<file path="src/rtl/uart_rx_param_pkg.sv">
// Shared definitions for the parametrised UART receiver (and its transmitter
// successor): FSM state encoding, parity-mode constants and a helper for the
// mid-bit sample point.
package uart_rx_param_pkg;

  // 3-bit state encoding; also exported on the receiver's debug state port.
  typedef enum logic [2:0] {
    ST_IDLE   = 3'd0,
    ST_START  = 3'd1,
    ST_DATA   = 3'd2,
    ST_PARITY = 3'd3,
    ST_STOP   = 3'd4,
    ST_BREAK  = 3'd5
  } rx_state_e;

  // Parity modes
  localparam int PAR_NONE = 0;
  localparam int PAR_ODD  = 1;
  localparam int PAR_EVEN = 2;

  // Count at which the start bit is re-checked (middle of the bit period).
  function automatic int half_bit(input int clks_per_bit);
    return (clks_per_bit - 1) / 2;
  endfunction

endpackage

</file>
<file path="src/rtl/uart_rx_sync_filter.sv">
// Input conditioning for the UART receiver.
// A metastability flop feeds a 3-deep tap shift register. taps[0] is the
// second synchroniser flop, so the first tap lags the line by two flops.
// The vote output is the majority of the three taps and rejects single-cycle
// spikes. All flops preset to 1 (line idle) on reset.
// Ports:
//   i_clk, i_rst : clock, asynchronous active-high reset
//   i_data       : raw asynchronous serial line
//   o_first      : first tap (synchronised line, 2 flops of latency)
//   o_vote       : majority of the three taps
module uart_rx_sync_filter (
  input  logic i_clk,
  input  logic i_rst,
  input  logic i_data,
  output logic o_first,
  output logic o_vote
);

  logic       meta;
  logic [2:0] taps;

  always_ff @(posedge i_clk or posedge i_rst) begin
    if (i_rst) begin
      meta <= 1'b1;
      taps <= 3'b111;
    end else begin
      meta <= i_data;
      taps <= {taps[1:0], meta};
    end
  end

  assign o_first = taps[0];
  assign o_vote  = (taps[0] & taps[1]) | (taps[0] & taps[2]) | (taps[1] & taps[2]);

endmodule

</file>
<file path="src/rtl/uart_rx_param.sv">
// Parametrised UART receiver.
// Frame: start bit, DATA_BITS payload bits (LSB first), optional parity bit,
// STOP_BITS stop bits. Every bit is sampled at its middle using the
// majority-filtered line value.
// Output handshake: o_valid is a one-cycle strobe with no back-pressure; the
// downstream parser must capture o_data/o_parity_err/o_frame_err in the strobe
// cycle. Those outputs are registered together with o_valid and hold their
// value until the next strobe.
// Ports:
//   i_clk, i_rst   : clock, asynchronous active-high reset
//   i_data         : asynchronous serial line, idles high
//   o_valid        : frame-complete strobe
//   o_data         : last received word
//   o_parity_err   : parity error of the strobed frame
//   o_frame_err    : a stop bit of the strobed frame was low
//   o_busy         : receiver not idle
//   o_state        : current FSM state (debug)
module uart_rx_param
  import uart_rx_param_pkg::*;
#(
  parameter int CLKS_PER_BIT = 127,
  parameter int DATA_BITS    = 8,
  parameter int PARITY       = 0,
  parameter int STOP_BITS    = 1
) (
  input  logic                 i_clk,
  input  logic                 i_rst,
  input  logic                 i_data,
  output logic                 o_valid,
  output logic [DATA_BITS-1:0] o_data,
  output logic                 o_parity_err,
  output logic                 o_frame_err,
  output logic                 o_busy,
  output logic [2:0]           o_state
);

  if (CLKS_PER_BIT < 8 || DATA_BITS < 5 || DATA_BITS > 9 ||
      PARITY < 0 || PARITY > 2 || STOP_BITS < 1 || STOP_BITS > 2) begin : g_bad_param
    $error("uart_rx_param: illegal parameter set");
  end

  localparam int CW = $clog2(CLKS_PER_BIT);
  localparam int IW = $clog2(DATA_BITS);
  localparam logic [CW-1:0] CNT_LAST = CW'(CLKS_PER_BIT - 1);
  localparam logic [CW-1:0] CNT_HALF = CW'(half_bit(CLKS_PER_BIT));
  localparam logic [IW-1:0] IDX_LAST = IW'(DATA_BITS - 1);

  logic first_tap, s;

  uart_rx_sync_filter u_sync (
    .i_clk  (i_clk),
    .i_rst  (i_rst),
    .i_data (i_data),
    .o_first(first_tap),
    .o_vote (s)
  );

  rx_state_e            state, state_n;
  logic [CW-1:0]        cnt, cnt_n;
  logic [IW-1:0]        bit_idx, bit_idx_n;
  logic                 stop_idx, stop_idx_n;
  logic [DATA_BITS-1:0] shreg, shreg_n;
  logic                 perr, perr_n;
  logic                 ferr, ferr_n;
  logic                 valid_n;
  logic [DATA_BITS-1:0] data_n;
  logic                 perr_out_n, ferr_out_n;
  logic                 ferr_now;

  always_ff @(posedge i_clk or posedge i_rst) begin
    if (i_rst) begin
      state        <= ST_IDLE;
      cnt          <= '0;
      bit_idx      <= '0;
      stop_idx     <= 1'b0;
      shreg        <= '0;
      perr         <= 1'b0;
      ferr         <= 1'b0;
      o_valid      <= 1'b0;
      o_data       <= '0;
      o_parity_err <= 1'b0;
      o_frame_err  <= 1'b0;
    end else begin
      state        <= state_n;
      cnt          <= cnt_n;
      bit_idx      <= bit_idx_n;
      stop_idx     <= stop_idx_n;
      shreg        <= shreg_n;
      perr         <= perr_n;
      ferr         <= ferr_n;
      o_valid      <= valid_n;
      o_data       <= data_n;
      o_parity_err <= perr_out_n;
      o_frame_err  <= ferr_out_n;
    end
  end

  always_comb begin
    state_n    = state;
    cnt_n      = cnt;
    bit_idx_n  = bit_idx;
    stop_idx_n = stop_idx;
    shreg_n    = shreg;
    perr_n     = perr;
    ferr_n     = ferr;
    valid_n    = 1'b0;
    data_n     = o_data;
    perr_out_n = o_parity_err;
    ferr_out_n = o_frame_err;
    ferr_now   = ferr | ~s;
    case (state)
      ST_IDLE: begin
        if (!first_tap) begin
          state_n = ST_START;
          cnt_n   = '0;
          perr_n  = 1'b0;
          ferr_n  = 1'b0;
        end
      end
      ST_START: begin
        if (cnt == CNT_HALF) begin
          cnt_n = '0;
          // A start bit that is high again at mid-bit was a glitch.
          if (!s) begin
            state_n   = ST_DATA;
            bit_idx_n = '0;
          end else begin
            state_n = ST_IDLE;
          end
        end else begin
          cnt_n = cnt + CW'(1);
        end
      end
      ST_DATA: begin
        if (cnt == CNT_LAST) begin
          cnt_n            = '0;
          shreg_n[bit_idx] = s;
          if (bit_idx == IDX_LAST) begin
            bit_idx_n  = '0;
            stop_idx_n = 1'b0;
            state_n    = (PARITY != PAR_NONE) ? ST_PARITY : ST_STOP;
          end else begin
            bit_idx_n = bit_idx + IW'(1);
          end
        end else begin
          cnt_n = cnt + CW'(1);
        end
      end
      ST_PARITY: begin
        if (cnt == CNT_LAST) begin
          cnt_n      = '0;
          perr_n     = ((^shreg) ^ s) != (PARITY == PAR_ODD);
          stop_idx_n = 1'b0;
          state_n    = ST_STOP;
        end else begin
          cnt_n = cnt + CW'(1);
        end
      end
      ST_STOP: begin
        if (cnt == CNT_LAST) begin
          cnt_n  = '0;
          ferr_n = ferr_now;
          if ((STOP_BITS == 2) && (stop_idx == 1'b0)) begin
            stop_idx_n = 1'b1;
          end else begin
            // Leaving at mid-stop keeps a back-to-back start bit on time.
            valid_n    = 1'b1;
            data_n     = shreg;
            perr_out_n = perr;
            ferr_out_n = ferr_now;
            state_n    = s ? ST_IDLE : ST_BREAK;
          end
        end else begin
          cnt_n = cnt + CW'(1);
        end
      end
      ST_BREAK: begin
        // A held-low line must go high before another frame is accepted.
        if (first_tap) state_n = ST_IDLE;
      end
      default: state_n = ST_IDLE;
    endcase
  end

  assign o_busy  = (state != ST_IDLE);
  assign o_state = state;

endmodule

</file>
<file path="config.mk">
export PLATFORM = sky130hd
export DESIGN_NAME = uart_rx_param
export DESIGN_NICKNAME = d
export VERILOG_FILES = /design/src/rtl/uart_rx_param_pkg.sv /design/src/rtl/uart_rx_sync_filter.sv /design/src/rtl/uart_rx_param.sv
export SDC_FILE = /design/constraint.sdc
export NUM_CORES = 1
export LEC_CHECK = 0
export BUFFER_PORTS_ARGS = -buffer_cell sky130_fd_sc_hd__buf_2
export CORE_UTILIZATION = 58
export DETAILED_ROUTE_END_ITERATION = 6
export PLACE_DENSITY = 0.8
export SETUP_SLACK_MARGIN = 0.05
export SLEW_MARGIN = 10
export SYNTH_ARGS = -nofsm -noshare
export SYNTH_HDL_FRONTEND = slang
export SYNTH_SLANG_ARGS = --single-unit
</file>
<file path="constraint.sdc">
create_clock -name i_clk -period 3.2 [get_ports i_clk]
set_clock_uncertainty 0.2 [all_clocks]
set_input_delay 0.32 -clock i_clk [delete_from_list [all_inputs] [get_ports i_clk]]
set_output_delay 0.32 -clock i_clk [all_outputs]
set_load 0.01 [all_outputs]
</file>
==> Word-level counts from Yosys, hierarchy flattened <==
Cells that the tools add are included.
{ "totals": {"in_bits": 3, "mem_bits_ro": 0, "latchBits": 0, "elab_cells": 85, "output_inout_bits": 15, "ramBits": 0, "mem_count": 0, "reg_bits": 38} }
{ "op_classes": {"n_reduce_logical": 16, "n_addsub": 2, "div": 0, "n_lt_le_gt_ge": 2, "n_eq_ne": 16, "shifts": 0, "multipliers": 0, "bitwise": 8, "muxes": 29} }
{ "op_table": {"columns": ["operator", "count"], "rows": [
  ["$mux W3", 12],
  ["$mux W7", 3],
  ["$pmux W7 S3", 1],
  ["$pmux W3 S6", 1],
  ["$ne A2 B2 Y1 const B", 7],
  ["$eq A3 B3 Y1 const B", 3],
  ["$bwmux W8", 1],
  ["$reduce_xor A8 Y1", 1],
  ["$add A7 B1 Y7 const B", 1],
  ["$eq A7 B6 Y1 const B", 1],
  ["$eq A7 B7 Y1 const B", 1],
  ["$reduce_and A7 Y1", 1],
  ["$eq A3 B2 Y1 const B", 2],
  ["$mux W1", 6],
  ["$pmux W3 S2", 1],
  ["$reduce_and A2 Y1", 3],
  ["$reduce_and A3 Y1", 2],
  ["$reduce_bool A2 Y1", 3],
  ["$reduce_bool A3 Y1", 2],
  ["$lt A3 B4 Y1 const B", 1],
  ["$pmux W1 S2", 2],
  ["$reduce_and A4 Y1", 1],
  ["$add A3 B1 Y3 const B", 1],
  ["$and A1 B1 Y1", 3],
  ["other kinds (11)", 13]
]} }

==> Longest topological paths before layout <==
Gate-level depths: netlist of the first run.
{ "depth": {"ltp_word": 7, "mapped_depth": 7} }

==> By module <==
From an unflattened synthesis of the first run, not the netlist that was laid out.
{ "unflattened": {"cells_unflattened": 171, "hier_area_um2": 1891.8} }
{ "by_module_without_submodules": {"columns": ["module", "instances", "area_per_inst_um2", "cells_each"], "rows": [
  ["uart_rx_param", 1, 1771.7, 165],
  ["uart_rx_sync_filter", 1, 120.1, 6]
]} }

==> Worst setup path after synthesis of the first run <==
OpenSTA, ideal clock, no wires.
{ "synth_timing": {"path_kind": "flip-flop to flip-flop", "start": "register state[1], in the netlist o_state[1]", "end": "register o_data[0]", "t_required_ns": 2.875, "period_less_slack_ns": 1.945, "arrival_ns": 1.620, "path_buffers": 2, "stages_incl_launch_ff": 6, "setup_ns": 0.125, "slack_ns": 1.255, "path_cell_list": "dfrtp_1 > buf_2 > or2_2 > nor4_4 > buf_6 > mux2_2"} }
{ "synth_via": {"elab_chain_cells": 2} }
{ "synth_lines": {"columns": ["item", "line", "rtl"], "rows": [
  ["from (decl)", "uart_rx_param.sv:58", "rx_state_e state, state_n;"],
  ["from (signal assigned)", "uart_rx_param.sv:84", "state <= state_n;"],
  ["$eq A3 B3 Y1", "uart_rx_param.sv:111", "case (state)"],
  ["$reduce_and A2 Y1 (no line)", null, null],
  ["to (signal assigned)", "uart_rx_param.sv:92", "o_data <= data_n;"],
  ["to (decl)", "uart_rx_param.sv:30", "output logic [DATA_BITS-1:0] o_data,"]
]} }
No other way between the ends.
A chain may end at the register's enable or synchronous reset.

==> Worst setup path after layout of the first run <==
{ "layout_timing": {"start": "register cnt[0]", "end": "register o_data[7]"} }
{ "layout_via": {"elab_chain_cells": 2} }
{ "layout_lines": {"columns": ["item", "line", "rtl"], "rows": [
  ["from (decl)", "uart_rx_param.sv:59", "logic [CW-1:0] cnt, cnt_n;"],
  ["from (signal assigned)", "uart_rx_param.sv:85", "cnt <= cnt_n;"],
  ["$eq A7 B7 Y1", "uart_rx_param.sv:160", "if (cnt == CNT_LAST) begin"],
  ["$reduce_and A2 Y1 (no line)", null, null]
]} }
No other way between the ends.

==> results_tabular.tex, run 1 <==
\begin{tabular}{lr}
\hline
Metric & Value \\
\hline
\multicolumn{2}{l}{\textbf{Global routing}} \\
GRT Overall Usage & 0.225 \\
Maximum number of pins on one net before global-route repair & 28 \\
Total congestion overflow after global routing & 0 \\
Number of global-route vias before repair & 1285 \\
Wire length of the first global-routing pass & 5840 um \\
Number of antenna violations at the first check in global routing & 0 \\
\multicolumn{2}{l}{\textbf{Floorplan}} \\
Row cnt & 20 \\
Die Wd & 60.0 um \\
Top-level port count & 18 \\
Starting utilization of the core area & 0.624 \\
Overall die height & 60.0 um \\
Area enclosed by the die boundary & 3600 um2 \\
Floorplan Core Area & 3130 um2 \\
\multicolumn{2}{l}{\textbf{Timing}} \\
Least-Margin Pin Slew & 0.886 ns \\
Max\_slew headroom & 0.405 \\
Fin crit share & 0.735 \\
\# setup viols final & 0 \\
TNS Setup & 0 ns \\
RSZ-0062 raised after global routing & no \\
Final count of pins violating max slew & 0 \\
Fmax achieved & 425 MHz \\
Shortest period the worst path allows & 2.35 ns \\
Final count of hold timing violations & 0 \\
\multicolumn{2}{l}{\textbf{Cells and area}} \\
Final nets & 198 \\
Syn-to-layout area delta & 9.67\% \\
Util after Layout & 0.685 \\
FF/Latch Area & 956 um2 \\
Count of filler cells inserted in the layout & 255 \\
Combined area of the multi-input logic cells & 913 um2 \\
Most common cell after layout, fill and taps aside & sky130\_fd\_sc\_hd\_\_dfrtp\_1 \\
Non-filler instance count after layout & 236 \\
Number of diodes & 0 \\
Commonest cells after routing, fill and taps aside & sky130\_fd\_sc\_hd\_\_dfrtp\_1 (34), sky130\_fd\_sc\_hd\_\_mux2\_2 (19), sky130\_fd\_sc\_hd\_\_buf\_2 (17) \\
Share of post-route cells with drive strength above 1 & 0.349 \\
\multicolumn{2}{l}{\textbf{Synth}} \\
Asr flop ratio synth & 1.00 \\
Number of synthesized flops with an enable pin & 0 \\
Synthesized netlist cell count & 169 \\
Number of warnings issued by yosys & 0 \\
Average cell area after synthesis & 11.6 um2 \\
Mapped Area & 1950 um2 \\
Flip-flop cell with the highest count after synthesis & sky130\_fd\_sc\_hd\_\_dfrtp\_1 \\
Biggest area contributors in the synthesized netlist & sky130\_fd\_sc\_hd\_\_dfrtp\_1 (44\%), sky130\_fd\_sc\_hd\_\_mux2\_2 (11\%), sky130\_fd\_sc\_hd\_\_dfstp\_2 (5.4\%) \\
Sequential fraction of the synthesis area & 0.489 \\
Syn nets & 176 \\
Library cells used by synthesis & 43 \\
\#FFs+latches synth & 38 \\
Share of the synthesized area in the top cell type & 0.436 \\
Largest area contributor in the synthesized netlist & sky130\_fd\_sc\_hd\_\_dfrtp\_1 \\
\multicolumn{2}{l}{\textbf{Routing}} \\
DRC errors left & 0 \\
First-iteration detailed-routing DRC count & 64 \\
DRT antenna net count & 0 \\
Via count of the routed design & 1304 \\
Aggregate routed wire length & 3400 um \\
Via density & 5.53 \\
DR pass1 iterations & 4 \\
Post-DR wirelength/cell & 14.4 um \\
\multicolumn{2}{l}{\textbf{Critical path}} \\
Arrival time reported for the critical path endpoint & 2.39 ns \\
Maximum fanout along the worst path & 13 \\
Crit path kind & register to register \\
Critical path required time & 3.23 ns \\
Type of origin of the critical path & register \\
Type of destination of the critical path & register \\
\multicolumn{2}{l}{\textbf{Placement}} \\
Post-detailed-placement half-perimeter wirelength & 2530 um \\
Global placer's final weighted congestion & 0.809 \\
Number of buffers added on ports & 17 \\
Placed Cells & 226 \\
\multicolumn{2}{l}{\textbf{Power}} \\
Peak supply drop & 0.302 mV \\
Cell Pwr Density & 361 nW/um2 \\
Leakage power summed over all cells & 1.02 nW \\
\multicolumn{2}{l}{\textbf{CTS}} \\
Number of clock sinks seen by CTS & 38 \\
CTS tree & yes \\
Clock buffer count from CTS & 5 \\
Clock edge transition at the registers on the reported setup and hold paths & 0.12 ns \\
Worst-Skew Late Latency & 0.34 ns \\
Number of instances resized during post-cts repair & 0 \\
Clock buffer depth & 2 \\
Root Driver & sky130\_fd\_sc\_hd\_\_clkbuf\_4 \\
H-tree depth reported by CTS & 2 \\
\multicolumn{2}{l}{\textbf{Min path}} \\
Hold Crit Class & register to register \\
\multicolumn{2}{l}{\textbf{Status}} \\
Status & completed \\
\multicolumn{2}{l}{\textbf{Run}} \\
Total of max-cap violations & 0 \\
\hline
\end{tabular}
[timing repair]
action	CTS	global route
hold buffers	2	0
setup buffers	0	0
endpoints found under the hold margin	12	0
[power breakdown]
part,total (W),switching (W),internal [W]
Sequential,0.000487,0.00000198,0.000485
Combinational,0.0000215,0.0000147,0.00000685
Clock,0.000265,0.000159,0.000106
Total,0.000773,0.000176,0.000597
[worst max-delay path, stage by stage, from the launching register on]
cell	delay, ns
sky130_fd_sc_hd__dfrtp_1	0.42
sky130_fd_sc_hd__inv_1	0.10
sky130_fd_sc_hd__ha_1	0.16
sky130_fd_sc_hd__nand2_2	0.13
sky130_fd_sc_hd__nor4_4	0.81
sky130_fd_sc_hd__mux2_2	0.41
[registers in the layout, indices dropped and copies added (netlist names)]
name	cells
bit_idx	3
cnt	7
ferr	1
o_data	8
o_frame_err	1
o_parity_err	1
o_state	3
o_valid	1
perr	1
shreg	8
u_sync.meta	1
u_sync.taps	3
[cell families after synthesis]
group,after synthesis,share of synthesized area
and+or+nand+nor,53,0.183
DFF,38,0.489
AOI/OAI and AO/OA,27,0.0916
muxes,22,0.126
buffers and inverters,16,0.0429
xor gates and xnor gates,8,0.0359
adders and majority gates,5,0.0314
[cell usage after synthesis (2+ instances only)]
cell type	instances
sky130_fd_sc_hd__nand3_1	9
sky130_fd_sc_hd__inv_1	11
sky130_fd_sc_hd__nor3_1	7
sky130_fd_sc_hd__or2_2	2
sky130_fd_sc_hd__a21oi_1	9
sky130_fd_sc_hd__xnor2_1	7
sky130_fd_sc_hd__dfrtp_1	34
sky130_fd_sc_hd__o31ai_1	2
sky130_fd_sc_hd__buf_6	3
sky130_fd_sc_hd__nand2b_1	2
sky130_fd_sc_hd__nor2b_1	2
sky130_fd_sc_hd__nor2_1	4
sky130_fd_sc_hd__mux2_2	19
sky130_fd_sc_hd__nor2_2	2
sky130_fd_sc_hd__nor4_4	2
sky130_fd_sc_hd__ha_1	4
sky130_fd_sc_hd__o21ai_0	10
sky130_fd_sc_hd__mux2i_1	2
sky130_fd_sc_hd__or3_1	3
sky130_fd_sc_hd__nand2_1	7
sky130_fd_sc_hd__dfstp_2	4
sky130_fd_sc_hd__nand2_2	3
[per-stage QoR]
| step | hold slack (ns) | setup WS, ns | total power (W) | area (um2) |
|---|---|---|---|---|
| after floorplan | 0.124 | 1.25 | 0.000510 | 1950 |
| after global placement | 0.138 | 0.966 | 0.000516 | 2060 |
| after detailed placement | 0.149 | 0.887 | 0.000516 | 2060 |
| after CTS | 0.166 | 0.868 | 0.000778 | 2140 |
| after global routing | 0.167 | 0.725 | 0.000808 | 2140 |
| final | 0.162 | 0.848 | 0.000773 | 2140 |
[cell type report]
class	instances	area share
clock buffers	6	0.0239
clock inverters	2	0.00584
inverters	11	0.0193
multi-input cells	115	0.426
flip-flops and latches	38	0.446
well taps	44	0.0257
repair buffers	20	0.0526
[path summary, 6_finish.rpt]
check,from,end,slack [ns],cells past startpoint
min,u_sync.meta,u_sync.taps[0],0.16,0
min in group asynchronous,i_rst,o_frame_err,0.30,3
min reg2reg,u_sync.meta,u_sync.taps[0],0.16,0
max reg2reg,cnt[0],o_data[7],0.85,5
max in group asynchronous,i_rst,u_sync.taps[1],1.75,4
max,cnt[0],o_data[7],0.85,5
[metal layers]
metal / up-vias / GRT usage / wire length, um
met3: 8 / 0.0693 / 111
li1: 640 / - / -
met2: 25 / 0.371 / 1710
met1: 631 / 0.274 / 1500
met5: - / 0 / 0
met4: 0 / 0.0930 / 77
Power figures use the tool's default switching activity.
==> run 2: changes to the inputs <==
- CORE_UTILIZATION: 58 -> 53
- PLACE_DENSITY: 0.8 -> 0.77
- clock period: 3.2 -> 2.1 ns (I/O delays scaled with it)
==> run 2 against run 1 <==
  * Worst hold slack about the same
  * Non-clock buffer count increased by 10
  * Global-route usage decreased by 2.6 points
  * Final area increased by 8.2%
  * First-iteration DRC count increased by 17%
  * Via count increased by 5.9%
==> results_tabular.tex, run 2 (synthesized netlist as in run 1, its figures left out) <==
\begin{tabular}{lr}
\hline
Metric & Value \\
\hline
\multicolumn{2}{l}{\textbf{CTS}} \\
Clock buffer depth & 2 \\
CTS tree & yes \\
Root Driver & sky130\_fd\_sc\_hd\_\_clkbuf\_8 \\
H-tree depth reported by CTS & 2 \\
Worst-Skew Late Latency & 0.29 ns \\
Clock edge transition at the registers on the reported setup and hold paths & 0.07 ns \\
Number of clock sinks seen by CTS & 38 \\
Clock buffer count from CTS & 5 \\
\multicolumn{2}{l}{\textbf{Timing}} \\
Least-Margin Pin Slew & 0.560 ns \\
TNS Setup & 0 ns \\
Final count of pins violating max slew & 0 \\
Worst setup margin & 0.0399 ns \\
RSZ-0062 raised after global routing & yes \\
Max\_slew headroom & 0.624 \\
\# setup viols final & 0 \\
Shortest period the worst path allows & 2.06 ns \\
Fin crit share & 0.981 \\
Post-Route Hold Slack & 0.162 ns \\
Fmax achieved & 485 MHz \\
Final count of hold timing violations & 0 \\
\multicolumn{2}{l}{\textbf{Floorplan}} \\
Starting utilization of the core area & 0.567 \\
Overall die height & 62.7 um \\
Floorplan Core Area & 3440 um2 \\
Row cnt & 21 \\
Die Wd & 62.7 um \\
Top-level port count & 18 \\
Area enclosed by the die boundary & 3930 um2 \\
\multicolumn{2}{l}{\textbf{Critical path}} \\
Critical path required time & 2.07 ns \\
Arrival time reported for the critical path endpoint & 2.03 ns \\
Type of origin of the critical path & register \\
Type of destination of the critical path & register \\
Crit path kind & register to register \\
Maximum fanout along the worst path & 4 \\
\multicolumn{2}{l}{\textbf{Routing}} \\
DR pass1 iterations & 5 \\
Routed wl met2 & 2000 um \\
Highest routed layer & met4 \\
Routed length on met3 & 152 um \\
First-iteration detailed-routing DRC count & 75 \\
Met1 layer wirelength in the final routing & 1600 um \\
Post-DR wirelength/cell & 15.4 um \\
Via density & 5.59 \\
Aggregate routed wire length & 3810 um \\
DRC errors left & 0 \\
Via count of the routed design & 1381 \\
DRT antenna net count & 0 \\
\multicolumn{2}{l}{\textbf{Min path}} \\
Hold Crit Class & register to register \\
\multicolumn{2}{l}{\textbf{Power}} \\
Peak supply drop & 0.408 mV \\
Leakage power summed over all cells & 1.10 nW \\
Cell Pwr Density & 532 nW/um2 \\
\multicolumn{2}{l}{\textbf{Cells and area}} \\
Count of filler cells inserted in the layout & 256 \\
Share of post-route cells with drive strength above 1 & 0.453 \\
Final nets & 208 \\
Util after Layout & 0.674 \\
Number of diodes & 0 \\
Syn-to-layout area delta & 18.7\% \\
Most common cell after layout, fill and taps aside & sky130\_fd\_sc\_hd\_\_dfrtp\_1 \\
Largest registers & o\_data x8, shreg x8, cnt x7 \\
Non-filler instance count after layout & 247 \\
Commonest cells after routing, fill and taps aside & sky130\_fd\_sc\_hd\_\_dfrtp\_1 (28), sky130\_fd\_sc\_hd\_\_mux2\_2 (19), sky130\_fd\_sc\_hd\_\_buf\_2 (17) \\
\multicolumn{2}{l}{\textbf{Placement}} \\
Global placer's final weighted congestion & 0.917 \\
Number of buffers added on ports & 17 \\
Placed Cells & 232 \\
Post-detailed-placement half-perimeter wirelength & 2550 um \\
Pre-CTS worst setup slack & 0.0531 ns \\
\multicolumn{2}{l}{\textbf{Global routing}} \\
Total congestion overflow after global routing & 0 \\
Wire length of the first global-routing pass & 6030 um \\
GRT Overall Usage & 0.200 \\
Number of antenna violations at the first check in global routing & 0 \\
Number of global-route vias before repair & 1363 \\
Maximum number of pins on one net before global-route repair & 39 \\
\multicolumn{2}{l}{\textbf{Run}} \\
Total of max-cap violations & 0 \\
\multicolumn{2}{l}{\textbf{Status}} \\
Status & completed \\
\hline
\end{tabular}
## run 2: cell count changes in the layout (fill, tap and decap cells not counted), sizes merged
cell / previous run / this run
buf: 18 / 28
clkbuf: 6 / 5
clkinv: 1 / 2
clkinvlp: 1 / 0
## run 2: through the flow
| stage | cell area [um2] | total power [W] |
|---|---|---|
| after CTS | 2200 | 0.00125 |
| final | 2320 | 0.00123 |
| after detailed placement | 2100 | 0.000790 |
| after global routing | 2320 | 0.00128 |
| after floorplan | 1950 | 0.000777 |
| after global placement | 2100 | 0.000789 |
## run 2: critical path, cell delays in order, from the launching register on
cell and delay (ns):
sky130_fd_sc_hd__dfrtp_1 0.46, sky130_fd_sc_hd__inv_2 0.10, sky130_fd_sc_hd__ha_2 0.21, sky130_fd_sc_hd__nand2_4 0.10, sky130_fd_sc_hd__nor2_4 0.14, sky130_fd_sc_hd__nand3_2 0.15
sky130_fd_sc_hd__nor3_2 0.22, sky130_fd_sc_hd__mux2_2 0.35
## run 2: area by class of cell
class	instances	area, um2	share of cell area
clock inverter	2	10.0	0.00432
clock buffer	5	68.8	0.0297
sequential	38	963	0.416
tap	46	57.6	0.0248
inverter	11	41.3	0.0178
timing repair buffer	30	200	0.0863
multi-input combinational	115	977	0.421
## run 2: what timing repair did
item	in CTS	in global routing
endpoints found under the setup margin	4	19
gates resized for setup	2	18
endpoints found under the hold margin	35	0
hold buffers	2	0
pin swaps	0	5
cloned	0	0
buffers inserted	0	6
## run 2: path summary, 6_finish.rpt
check	startpoint	endpoint	slack, ns	depth (start not counted)
worst max-delay path	cnt[0]	shreg[5]	0.04	7
worst min-delay path	u_sync.meta	u_sync.taps[0]	0.16	0
worst max register to register	cnt[0]	shreg[5]	0.04	7
worst min register to register	u_sync.meta	u_sync.taps[0]	0.16	0
max in group asynchronous	i_rst	u_sync.taps[0]	0.98	4
min in group asynchronous	i_rst	cnt[5]	0.37	4
## run 2: layer usage
metal | track usage | up-vias
li1 | - | 657
met1 | 0.236 | 680
met2 | 0.348 | 35
met3 | 0.0547 | 9
met4 | 0.0698 | 0
met5 | 0 | -
## run 2: power breakdown
part           total [W]  leakage [nW]  switching (W)  internal (W)
combinational  0.0000358         0.558      0.0000235     0.0000122
sequential      0.000742         0.494     0.00000297      0.000739
clock           0.000456        0.0438       0.000234      0.000222
total            0.00123          1.10       0.000260      0.000973
